==> config.mk <==
export PLATFORM = sky130hd
export DESIGN_NAME = id_scoreboard
export DESIGN_NICKNAME = d
export VERILOG_FILES = /design/src/rtl/scoreboard_pkg.sv /design/src/rtl/scoreboard_bank.sv /design/src/rtl/id_scoreboard.sv
export SDC_FILE = /design/constraint.sdc
export NUM_CORES = 1
export LEC_CHECK = 0
export CAP_MARGIN = 5
export CORE_MARGIN = 2
export CORE_UTILIZATION = 30
export CTS_CLUSTER_SIZE = 30
export DETAILED_ROUTE_END_ITERATION = 12
export SETUP_SLACK_MARGIN = 0.3
export SLEW_MARGIN = 20
export SYNTH_ARGS = -nofsm -noshare
export SYNTH_HDL_FRONTEND = slang
export SYNTH_SLANG_ARGS = --single-unit
==> constraint.sdc <==
create_clock -name clk -period 11.85 [get_ports clk]
set_input_delay 3.555 -clock clk [delete_from_list [all_inputs] [get_ports clk]]
set_output_delay 3.555 -clock clk [all_outputs]
set_load 0.01 [all_outputs]
==> src/rtl/scoreboard_pkg.sv <==
// ---------------------------------------------------------------------------
// scoreboard_pkg
// Shared sizing, types and constants for the issue-side register scoreboard
// (id_scoreboard and its per-file counter banks).
//   REG_IDX_W : width of a register index
//   NUM_REGS  : registers per register file
//   LAT_W     : latency counter width (max tracked latency 2^LAT_W-1)
//   RESV_W    : number of write-port reservation slots (one per latency)
// ---------------------------------------------------------------------------
package scoreboard_pkg;

  localparam int REG_IDX_W = 5;
  localparam int NUM_REGS  = 32;
  localparam int LAT_W     = 4;
  localparam int RESV_W    = 1 << LAT_W;

  typedef logic [REG_IDX_W-1:0] reg_idx_t;
  typedef logic [LAT_W-1:0]     lat_t;

  // Which register file a writeback belongs to
  typedef enum logic {
    FILE_GPR = 1'b0,
    FILE_FPR = 1'b1
  } reg_file_e;

  // GPR 0 reads as zero and is never a tracked destination
  localparam reg_idx_t GPR_ZERO = '0;

endpackage

==> src/rtl/scoreboard_bank.sv <==
// ---------------------------------------------------------------------------
// scoreboard_bank
// One register file's worth of latency countdown counters. A counter is
// loaded with the result latency when a long-latency write is accepted and
// counts down to zero; the register is busy while its counter is nonzero.
// The cycle in which a counter reads 1 is the register's writeback cycle.
//
// Parameters:
//   HARDWIRED_ZERO : 1 = register 0 is constant (never loaded, never busy)
// Ports:
//   clk        in   clock, rising edge
//   reset      in   asynchronous active-low reset
//   load_en    in   load a counter this edge
//   load_idx   in   register whose counter is loaded
//   load_lat   in   value loaded (cycles until writeback)
//   busy       out  per-register busy flags (counter != 0)
//   one_left   out  per-register "counter == 1" flags
//   exp_valid  out  some register is in its writeback cycle
//   exp_idx    out  index of that register (0 when none)
// ---------------------------------------------------------------------------
module scoreboard_bank
  import scoreboard_pkg::*;
#(
  parameter bit HARDWIRED_ZERO = 1'b0
)
(
  input  logic                clk,
  input  logic                reset,
  input  logic                load_en,
  input  logic [REG_IDX_W-1:0] load_idx,
  input  logic [LAT_W-1:0]    load_lat,
  output logic [NUM_REGS-1:0] busy,
  output logic [NUM_REGS-1:0] one_left,
  output logic                exp_valid,
  output logic [REG_IDX_W-1:0] exp_idx
);

  for (genvar i = 0; i < NUM_REGS; i++) begin : g_reg
    if (HARDWIRED_ZERO && (i == 0)) begin : g_zero
      assign busy[i]     = 1'b0;
      assign one_left[i] = 1'b0;
    end else begin : g_cnt
      lat_t cnt;

      // A load only ever targets an idle register (the WAW check upstream
      // guarantees it), so loading simply overrides the countdown.
      always_ff @(posedge clk or negedge reset) begin
        if (!reset) begin
          cnt <= '0;
        end else if (load_en && (load_idx == reg_idx_t'(i))) begin
          cnt <= load_lat;
        end else if (cnt != '0) begin
          cnt <= cnt - lat_t'(1);
        end
      end

      assign busy[i]     = (cnt != '0);
      assign one_left[i] = (cnt == lat_t'(1));
    end
  end

  // The reservation slots upstream allow at most one counter at 1, so a
  // plain priority scan yields the unique expiring register.
  always_comb begin
    exp_valid = 1'b0;
    exp_idx   = '0;
    for (int i = 0; i < NUM_REGS; i++) begin
      if (one_left[i]) begin
        exp_valid = 1'b1;
        exp_idx   = reg_idx_t'(i);
      end
    end
  end

endmodule

==> src/rtl/id_scoreboard.sv <==
// ---------------------------------------------------------------------------
// id_scoreboard
// Decode-stage hazard controller. Tracks destinations of long-latency results
// in the GPR and FPR files, stalls decode on RAW, WAW and write-port
// conflicts, and flags the cycles in which the long-latency unit owns the
// register-file write port.
//
// Optional feature macro: SCOREBOARD_BYPASS_EN
//   defined   : a source whose counter is 1 is forwarded instead of stalling;
//               adds outputs fwd_a / fwd_b
//   undefined : such a source stalls; fwd_a / fwd_b are absent
//
// Ports:
//   clk            in   clock, rising edge
//   reset          in   asynchronous active-low reset
//   issue_valid    in   decode presents an instruction
//   issue_rs/rt    in   source A/B index
//   issue_rs_used  in   source A is read
//   issue_rt_used  in   source B is read
//   issue_src_fp   in   sources index the FPR file
//   issue_wr       in   instruction writes a register
//   issue_dst      in   destination index
//   issue_dst_fp   in   destination is in the FPR file
//   issue_lat      in   cycles until writeback (0 = single-cycle, untracked)
//   stall          out  decode must hold
//   issue_ack      out  instruction accepted this cycle
//   fwd_a/fwd_b    out  accepted source A/B is taken from the forwarding path
//   wb_lu_valid    out  long-latency unit owns the write port this cycle
//   wb_lu_dst      out  destination index of that result
//   wb_lu_fp       out  that result targets the FPR file
//   gpr_busy       out  per-register busy flags, GPR file
//   fpr_busy       out  per-register busy flags, FPR file
// ---------------------------------------------------------------------------
module id_scoreboard
  import scoreboard_pkg::*;
(
  input  logic                 clk,
  input  logic                 reset,
  input  logic                 issue_valid,
  input  logic [REG_IDX_W-1:0] issue_rs,
  input  logic [REG_IDX_W-1:0] issue_rt,
  input  logic                 issue_rs_used,
  input  logic                 issue_rt_used,
  input  logic                 issue_src_fp,
  input  logic                 issue_wr,
  input  logic [REG_IDX_W-1:0] issue_dst,
  input  logic                 issue_dst_fp,
  input  logic [LAT_W-1:0]     issue_lat,
  output logic                 stall,
  output logic                 issue_ack,
`ifdef SCOREBOARD_BYPASS_EN
  output logic                 fwd_a,
  output logic                 fwd_b,
`endif
  output logic                 wb_lu_valid,
  output logic [REG_IDX_W-1:0] wb_lu_dst,
  output logic                 wb_lu_fp,
  output logic [NUM_REGS-1:0]  gpr_busy,
  output logic [NUM_REGS-1:0]  fpr_busy
);

  logic [NUM_REGS-1:0] src_busy;
  logic [NUM_REGS-1:0] src_block;
  logic [NUM_REGS-1:0] dst_busy;
  logic [RESV_W-1:0]   resv;
  logic [RESV_W-1:0]   resv_shifted;
  logic [RESV_W-1:0]   lat_onehot;
  logic                raw;
  logic                waw;
  logic                port;
  logic                accept;
  logic                track;
  logic                gpr_exp_valid;
  logic                fpr_exp_valid;
  reg_idx_t            gpr_exp_idx;
  reg_idx_t            fpr_exp_idx;
  reg_file_e           wb_file;
`ifdef SCOREBOARD_BYPASS_EN
  logic [NUM_REGS-1:0] gpr_one;
  logic [NUM_REGS-1:0] fpr_one;
  logic [NUM_REGS-1:0] src_one;
`endif

  assign src_busy = issue_src_fp ? fpr_busy : gpr_busy;
  assign dst_busy = issue_dst_fp ? fpr_busy : gpr_busy;

`ifdef SCOREBOARD_BYPASS_EN
  // A register in its writeback cycle is readable through the bypass
  assign src_one   = issue_src_fp ? fpr_one : gpr_one;
  assign src_block = src_busy & ~src_one;
`else
  assign src_block = src_busy;
`endif

  assign raw = (issue_rs_used && src_block[issue_rs]) ||
               (issue_rt_used && src_block[issue_rt]);
  assign waw = issue_wr && dst_busy[issue_dst];

  // resv bit k means "a tracked result writes back when its counter is k".
  // A new issue lands in slot issue_lat after this edge's shift, so it has
  // to be compared with the slot map as it will look after that shift.
  assign resv_shifted = resv >> 1;
  assign port = issue_wr && (issue_lat != '0) && resv_shifted[issue_lat];

  assign stall  = issue_valid && (raw || waw || port);
  assign accept = issue_valid && !stall;

  // Keep the handshake quiet while reset is held
  assign issue_ack = accept && reset;

  assign track = accept && issue_wr && (issue_lat != '0) &&
                 !(!issue_dst_fp && (issue_dst == GPR_ZERO));

`ifdef SCOREBOARD_BYPASS_EN
  assign fwd_a = issue_ack && issue_rs_used && src_one[issue_rs];
  assign fwd_b = issue_ack && issue_rt_used && src_one[issue_rt];
`endif

  always_comb begin
    lat_onehot            = '0;
    lat_onehot[issue_lat] = 1'b1;
  end

  // Write-port reservation map: slides one slot per cycle, new result
  // claims its slot on top of the shifted map.
  always_ff @(posedge clk or negedge reset) begin
    if (!reset) begin
      resv <= '0;
    end else begin
      resv <= resv_shifted | (track ? lat_onehot : '0);
    end
  end

  scoreboard_bank #(.HARDWIRED_ZERO(1'b1)) u_gpr_bank (
    .clk       (clk),
    .reset     (reset),
    .load_en   (track && !issue_dst_fp),
    .load_idx  (issue_dst),
    .load_lat  (issue_lat),
    .busy      (gpr_busy),
`ifdef SCOREBOARD_BYPASS_EN
    .one_left  (gpr_one),
`else
    .one_left  (),
`endif
    .exp_valid (gpr_exp_valid),
    .exp_idx   (gpr_exp_idx)
  );

  scoreboard_bank #(.HARDWIRED_ZERO(1'b0)) u_fpr_bank (
    .clk       (clk),
    .reset     (reset),
    .load_en   (track && issue_dst_fp),
    .load_idx  (issue_dst),
    .load_lat  (issue_lat),
    .busy      (fpr_busy),
`ifdef SCOREBOARD_BYPASS_EN
    .one_left  (fpr_one),
`else
    .one_left  (),
`endif
    .exp_valid (fpr_exp_valid),
    .exp_idx   (fpr_exp_idx)
  );

  // Only one bank can be expiring in a given cycle
  assign wb_file     = (fpr_exp_valid && !gpr_exp_valid) ? FILE_FPR : FILE_GPR;
  assign wb_lu_valid = gpr_exp_valid || fpr_exp_valid;
  assign wb_lu_fp    = (wb_file == FILE_FPR);
  assign wb_lu_dst   = gpr_exp_valid ? gpr_exp_idx : fpr_exp_idx;

endmodule

==> results.md, run 1 <==
* Longest Clk Path Bufs at 3
* Vias at roughly 17,000
* Vias in the first global route at 17,100
* Net Sw Power at about 2.8 mW
* Number of CTS-inserted buffers at 36
* Die Width at 257 um
* First-pass GRT wire length at roughly 110,000 um
* Fmax at 0.0898 GHz
* Clk pwr share at 0.180
* ANT nets after route at 0
* Resize count post-CTS at 0
* Syn_area_per_cell at roughly 9 sq um
* Final setup TNS at 0 ns
* Share of the synthesized area in the top cell type at 0.346
* Internal Dissipation at 3.57 mW
* Tightest Pin Transition at between 1 and 1.5 ns
* DR pass1 iterations at 7
* Sequential share of the synthesized area at 0.346
* RSZ-0062 raised after global routing: no
* CTS tree: done
* Final Max Slew Viols at 0
* Gpl congestion at between 1 and 1.5
* Vert. Die Dim at around 260 um
* Max cap viols at 0
* EDFF count, synth at 0
* Max IR drop VDD at about 0.00017 V
* Clock latency on the worst-skew pair at around 0.57 ns
* WHS at 0.454 ns
* Detailed Place HPWL at around 56,000 um
* Critical Path RT at 8.30 ns
* Setup CP Type: primary input to primary output
* Via density at 5.58
* Final WS setup at around 0.7 ns
* Iteration-0 DRC Markers at 1,819
* Placed instance count at between 3,000 and 4,000
* Layout Utilization at 0.352
* LEAKAGE at approximately 9.3 nW
* Initial Util at 0.304
* Nets@finish at 2,358
* Yosys top cell by area: dfrtp_1
* Worst setup EP type: primary output
* Fin crit period at between 10 and 15 ns
* PD cells at approximately 290 nW/um^2
* Synth unique cells at between 70 and 80
* Die Area at 66,200 sq um
* Routed WL at roughly 74,000 um
* Post-place setup slack at 0.843 ns
* Boundary Pins at 100
* Outcome: finished, final reports clean
* Area Growth Syn to Fin at 15.7%
* DR DRC count at 0
* Hold buffers post-CTS at 0
* Sequential share of power at 0.271
* Final setup viols at 0
* Placed inst area at between 20,000 and 25,000 sq um
* GRT Total Usage at 0.220
* Gate power share at 0.549
* Critical path peak fanout at 18
* Synthesized net count at 2,305
* CP Launch Type: primary input
* Post-Route Skew at about 0.027 ns
* Share of layout cells above drive strength 1 at 0.138
* Final hold violations at 0
* #FFs+latches synth at ~270
* Primary FF master, synth: dfrtp_1
* Port Buf Inserts at 98
* Initial antenna violation count at 5
* Tcrit/Tclk final at 0.939
* Synth area leaders: dfrtp_1, ha_1, mux2_2
* FFs w/ async S/R, synth at 1.00
* Yosys warning count at 0
* Largest net degree at the start of global routing at 73
* Num rows at slightly above 90
* Drt wl/cell at 24.2 um
* WP data arrival at between 7 and 8 ns
* Sw Share at 0.441
* Final Non-Filler Cells at between 3,000 and 4,000
* Post-route cell area at roughly 22,000 sq um
* CTS clk-pin slew, worst paths at around 0.050 ns
* Synthesized instance count at 2,152
* Slew HR at 0.203
* Core area at roughly 63,000 sq um
* Number of clock sinks at 266
* Tot Pwr at 6.38 mW
* Post-CTS Setup Bufs at 0
* Hold Crit Class: flip-flop to flip-flop
* Grt ovf at 0
* Netlist area before placement at just under 20,000 sq um
* CTS H-Tree Depth at 2
* Clk root buf: clkbuf_16
-- logic make-up (layout without fill, tap and decap cells) --
kind of cell	count (synthesis)	after routing	share of synthesized area
xor gates and xnor gates	63	63	0.0287
buffers and inverters	326	405	0.0675
adders and majority gates	126	126	0.0819
and+or+nand+nor	766	766	0.220
muxes	174	174	0.110
DFF	266	266	0.346
other	1	4	0.000195
AOI/OAI and AO/OA	430	430	0.146
-- final timing paths --
check	start	to	slack [ns]	cells past startpoint
min reg2reg	resv[4]	resv[3]	0.45	1
min in group asynchronous	reset	u_fpr_bank.g_reg[31].g_cnt.cnt[2]	2.95	1
max reg2reg	u_fpr_bank.g_reg[19].g_cnt.cnt[0]	u_fpr_bank.g_reg[18].g_cnt.cnt[2]	6.85	11
max in group asynchronous	reset	u_gpr_bank.g_reg[5].g_cnt.cnt[2]	6.61	3
min	resv[4]	resv[3]	0.45	1
max	issue_dst[0]	stall	0.72	9
-- power by group through the flow --
stage	Sequential (mW)	Combinational, mW	Clock (mW)
6_report	1.73	3.51	1.15
5_1_grt	1.79	3.84	1.20
4_1_cts	1.72	3.48	1.16
3_5_place_dp	1.73	3.45	0
3_3_place_gp	1.70	3.36	0
2_1_floorplan	1.63	2.36	0
-- critical path, cell delays in order --
cell and delay [ns]:
clkdlybuf4s50_1 0.84, nor2b_1 0.72, a221oi_1 0.18, o31a_1 0.35, a311oi_1 0.72, o31ai_1 0.23, nand2_1 0.25, and2_1 0.17
clkdlybuf4s50_1 0.54
-- layout make-up --
type	instances	area, sq um
sequential	266	6660
inverter	211	792
tap	846	1060
multi-input combinational	1560	11300
clock buffer	49	1030
fill	6498	41000
antenna	3	7.51
clock inverter	15	189
timing repair buffer	130	1210
-- flip-flops by register name, indices dropped and copies added (netlist names) --
signal / cells
u_fpr_bank.g.g_cnt.cnt: 128
u_gpr_bank.g.g_cnt.cnt: 124
resv: 14
-- cell usage in the layout (no fill, tap or decap), drive strengths merged, types with 9 or more instances in the layout --
master,count
clkbuf,49
a21oi,140
or3b,33
nor2b,27
o221ai,51
and2,9
nor3,91
inv,214
buf,37
a22oi,10
nand2,154
nor3b,50
nand4,35
dfrtp,266
a41o,9
o21ai,122
or3,21
ha,126
mux4,18
nor4,13
mux2,125
nor4b,16
nand3,128
a211oi,9
xnor2,63
o211ai,9
mux2i,31
a31oi,15
nor2,145
nand2b,16
clkdlybuf4s50,93
-- metal layers --
layer  routed length [um]  track usage  share of wire  vias to the layer above
li1                     -            -              -                     7815
met1                31900        0.293           0.43                     8426
met2                33400        0.346           0.45                      767
met3                 6500       0.0518          0.087                      170
met4                 2650       0.0833          0.036                        4
met5                   29            0        0.00039                        -
-- cells in the mapped netlist (all sizes together), types with 10 or more instances --
cell	count
dfrtp	266
inv	211
nand2	154
nor2	145
a21oi	140
nand3	128
ha	126
mux2	125
o21ai	122
nor3	91
clkbuf	80
xnor2	63
o221ai	51
nor3b	50
buf	35
nand4	35
or3b	33
mux2i	31
nor2b	27
or3	21
mux4	18
nand2b	16
nor4b	16
a31oi	15
nor4	13
a22oi	10
No activity file was read; power rests on OpenSTA's default activity.
==> inputs of run 2 (changes only) <==
--- a/config.mk
+++ b/config.mk
@@ -8,6 +8,7 @@
 export CAP_MARGIN = 5
 export CORE_MARGIN = 2
 export CORE_UTILIZATION = 30
+export CTS_BUF_LIST = sky130_fd_sc_hd__clkbuf_8
 export CTS_CLUSTER_SIZE = 30
 export DETAILED_ROUTE_END_ITERATION = 12
 export SETUP_SLACK_MARGIN = 0.3
==> run 2 against run 1 <==
Against the previous run:
- maximum frequency grew 0.25%
- via count grew 0.56%
- utilization shrank 0.18 points
- cell count grew 0.91%
- worst setup slack gained 0.028 ns
- flip-flop and latch count is the same
- global-route usage is essentially flat
- non-clock buffer count is the same
- clock power shrank 13%
- cell area shrank 0.51%
- worst hold slack gained 0.0041 ns
==> results.md, run 2 (same netlist as run 1, synthesis figures left out) <==
* Outcome: finished, final reports clean
* Final Max Slew Viols at 0 (unchanged)
* Fillers at 6,557 (+0.91%)
* Iteration-0 DRC Markers at 1,683 (-7.5%)
* WHS at 0.458 ns (+0.00413 ns)
* Final setup viols at 0 (unchanged)
* Resize count post-CTS at 0 (unchanged)
* Via density at 5.56 (-0.35%)
* CTS clk-pin slew, worst paths at 0.06 ns (about the same)
* Port Buf Inserts at 98 (unchanged)
* Max reg flops at 128 (unchanged)
* Final WS setup at 0.748 ns (+0.0282 ns)
* Share of layout cells above drive strength 1 at 0.143 (+0.00531)
* Post-Route Skew at 0.0318 ns (+0.00472 ns)
* Setup CP Type: primary input to primary output
* Most flops, register: u_fpr_bank.g.g_cnt.cnt
* DR pass1 iterations at 6 (-1)
* PD cells at 281 nW/um^2 (-1.9%)
* LEAKAGE at 9.36 nW (+0.36%)
* Nets@finish at 2,373 (+0.64%)
* Area Growth Syn to Fin at 15.2%
* Hold Crit Start: resv[4]
* Max stage delay cell, worst path: clkdlybuf4s50_1
* Max cap viols at 0 (unchanged)
* Critical path origin: issue_dst[0]
* Post-CTS Setup Bufs at 0 (unchanged)
* ANT nets after route at 0 (unchanged)
* Cell mode on critical path: clkdlybuf4s50_1
* Drt wl/cell at 24.0 um (-0.90%)
* CTS H-Tree Depth at 2 (unchanged)
* GRT Total Usage at 0.220 (-0.000444)
* Slew HR at 0.232 (+0.0292)
* Number of clock sinks at 266 (unchanged)
* Most frequent cells in the layout: dfrtp_1, inv_1, nand2_1, nor2_1, a21oi_1
* Number of CTS-inserted buffers at 51 (+42%)
* Fin crit period at 11.10 ns (-0.0282 ns)
* Vert. Die Dim at 257 um (unchanged)
* Vias in the first global route at 17,100 (-0.047%)
* Gpl congestion at 1.04 (unchanged)
* Boundary Pins at 100 (unchanged)
* First-pass GRT wire length at 110,000 um (-0.14%)
* Tightest Pin Transition at 1.14 ns (-0.0435 ns)
* CP Launch Type: primary input
* Hold Crit Class: flip-flop to flip-flop
* Initial Util at 0.304 (unchanged)
* Flop2flop setup slack at 6.83 ns (-0.02 ns)
* Commonest non-fill, non-tap cell in the layout: dfrtp_1
* Placed inst area at 21,100 sq um (unchanged)
* Worst setup EP type: primary output
* Post-place setup slack at 0.843 ns (unchanged)
* CTS tree: done
* Initial antenna violation count at 6 (+1)
* Critical Path RT at 8.30 ns (about the same)
* DR DRC count at 0 (unchanged)
* Final setup TNS at 0 ns (unchanged)
* Crit path max-delay family: compound AO/OA/AOI/OAI gates
* Max IR drop VDD at 0.000159 V (-6.8%)
* Fmax at 0.0901 GHz (+0.25%)
* CP Buf/Inv Count at 2 (unchanged)
* Die Area at 66,200 sq um (unchanged)
* Vias at 17,300 (+0.56%)
* Core area at 63,300 sq um (unchanged)
* Hold buffers post-CTS at 0 (unchanged)
* Grt ovf at 0 (unchanged)
* Clk root buf: clkbuf_8
* Longest Clk Path Bufs at 3 (unchanged)
* RSZ-0062 raised after global routing: no
* Tcrit/Tclk final at 0.937 (-0.00238)
* Crit-path cells: clkdlybuf4s50_1 > nor2b_1 > a221oi_1 > o31a_1 > a311oi_1 > o31ai_1 > nand2_1 > and2_1 > clkdlybuf4s50_1
* Critical path peak fanout at 18 (unchanged)
* Largest registers: u_fpr_bank.g.g_cnt.cnt (128), u_gpr_bank.g.g_cnt.cnt (124), resv (14)
* Worst R2R Start: u_fpr_bank.g_reg[25].g_cnt.cnt[0]
* Routed WL at 74,400 um (about the same)
* Detailed Place HPWL at 55,700 um (unchanged)
* Num rows at 92 (unchanged)
* Largest net degree at the start of global routing at 73 (unchanged)
* CP peak stage delay at 0.83 ns (about the same)
* WP data arrival at 7.55 ns (-0.03 ns)
* Post-route cell area at 22,200 sq um (-0.51%)
* Die Width at 257 um (unchanged)
* Clock latency on the worst-skew pair at 0.64 ns (+0.07 ns)
* Final hold violations at 0 (unchanged)
-- run 2: changes by cell type in the layout (fill, tap and decap cells not counted), sizes merged --
| cell | delta |
|---|---|
| clkinv | -5 |
| bufinv | -1 |
| diode | -1 |
| clkbuf | +18 |
| inv | +17 |
-- run 2: cell type report --
cell class	count	area, sq um	area share
Multi-Input combinational cell	1560	11300	0.512
Sequential cell	266	6660	0.300
Timing Repair Buffer	130	1210	0.0544
Tap cell	846	1060	0.0477
Clock buffer	67	922	0.0416
Inverter	211	792	0.0357
Clock inverter	26	188	0.00847
Antenna cell	2	5.00	0.000226
-- run 2: layer usage --
layer / GRT usage / part of all wire
met1: 0.292 / 0.43
met5: 0 / 0.00062
met4: 0.0761 / 0.033
met3: 0.0565 / 0.084
met2: 0.345 / 0.45
-- run 2: path summary, 6_finish.rpt --
check / endpoint / cells after the start
worst min-delay path: resv[3] / 1
worst min register to register: resv[3] / 1
worst max-delay path: stall / 9
worst max register to register: u_fpr_bank.g_reg[18].g_cnt.cnt[2] / 13
max in group asynchronous: u_gpr_bank.g_reg[4].g_cnt.cnt[0] / 3
min in group asynchronous: u_gpr_bank.g_reg[29].g_cnt.cnt[0] / 1
-- run 2: where the power goes --
group	internal [mW]	switching, mW	total, mW
logic	1.52	1.98	3.50
registers	1.35	0.382	1.73
clock network	0.568	0.428	0.997
total	3.44	2.79	6.23
-- run 2: stage by stage --
stage | instances | total power, mW | utilization
finish | 3108 | 6.23 | 0.350
detailed placement | 3013 | 5.19 | 0.333
global route | 3107 | 6.68 | 0.350
global placement | 3013 | 5.07 | 0.332
floorplan | 2152 | 3.99 | -
CTS | 3106 | 6.21 | 0.350
-- run 2: worst register-to-register path: cells and delay by family (launching register included) --
kind                       cells  cell delay, ns
AOI/OAI and AO/OA              4            0.94
buffers and inverters          5            1.29
adders and majority gates      1            0.31
DFF                            1            0.41
and+or+nand+nor                3            1.98
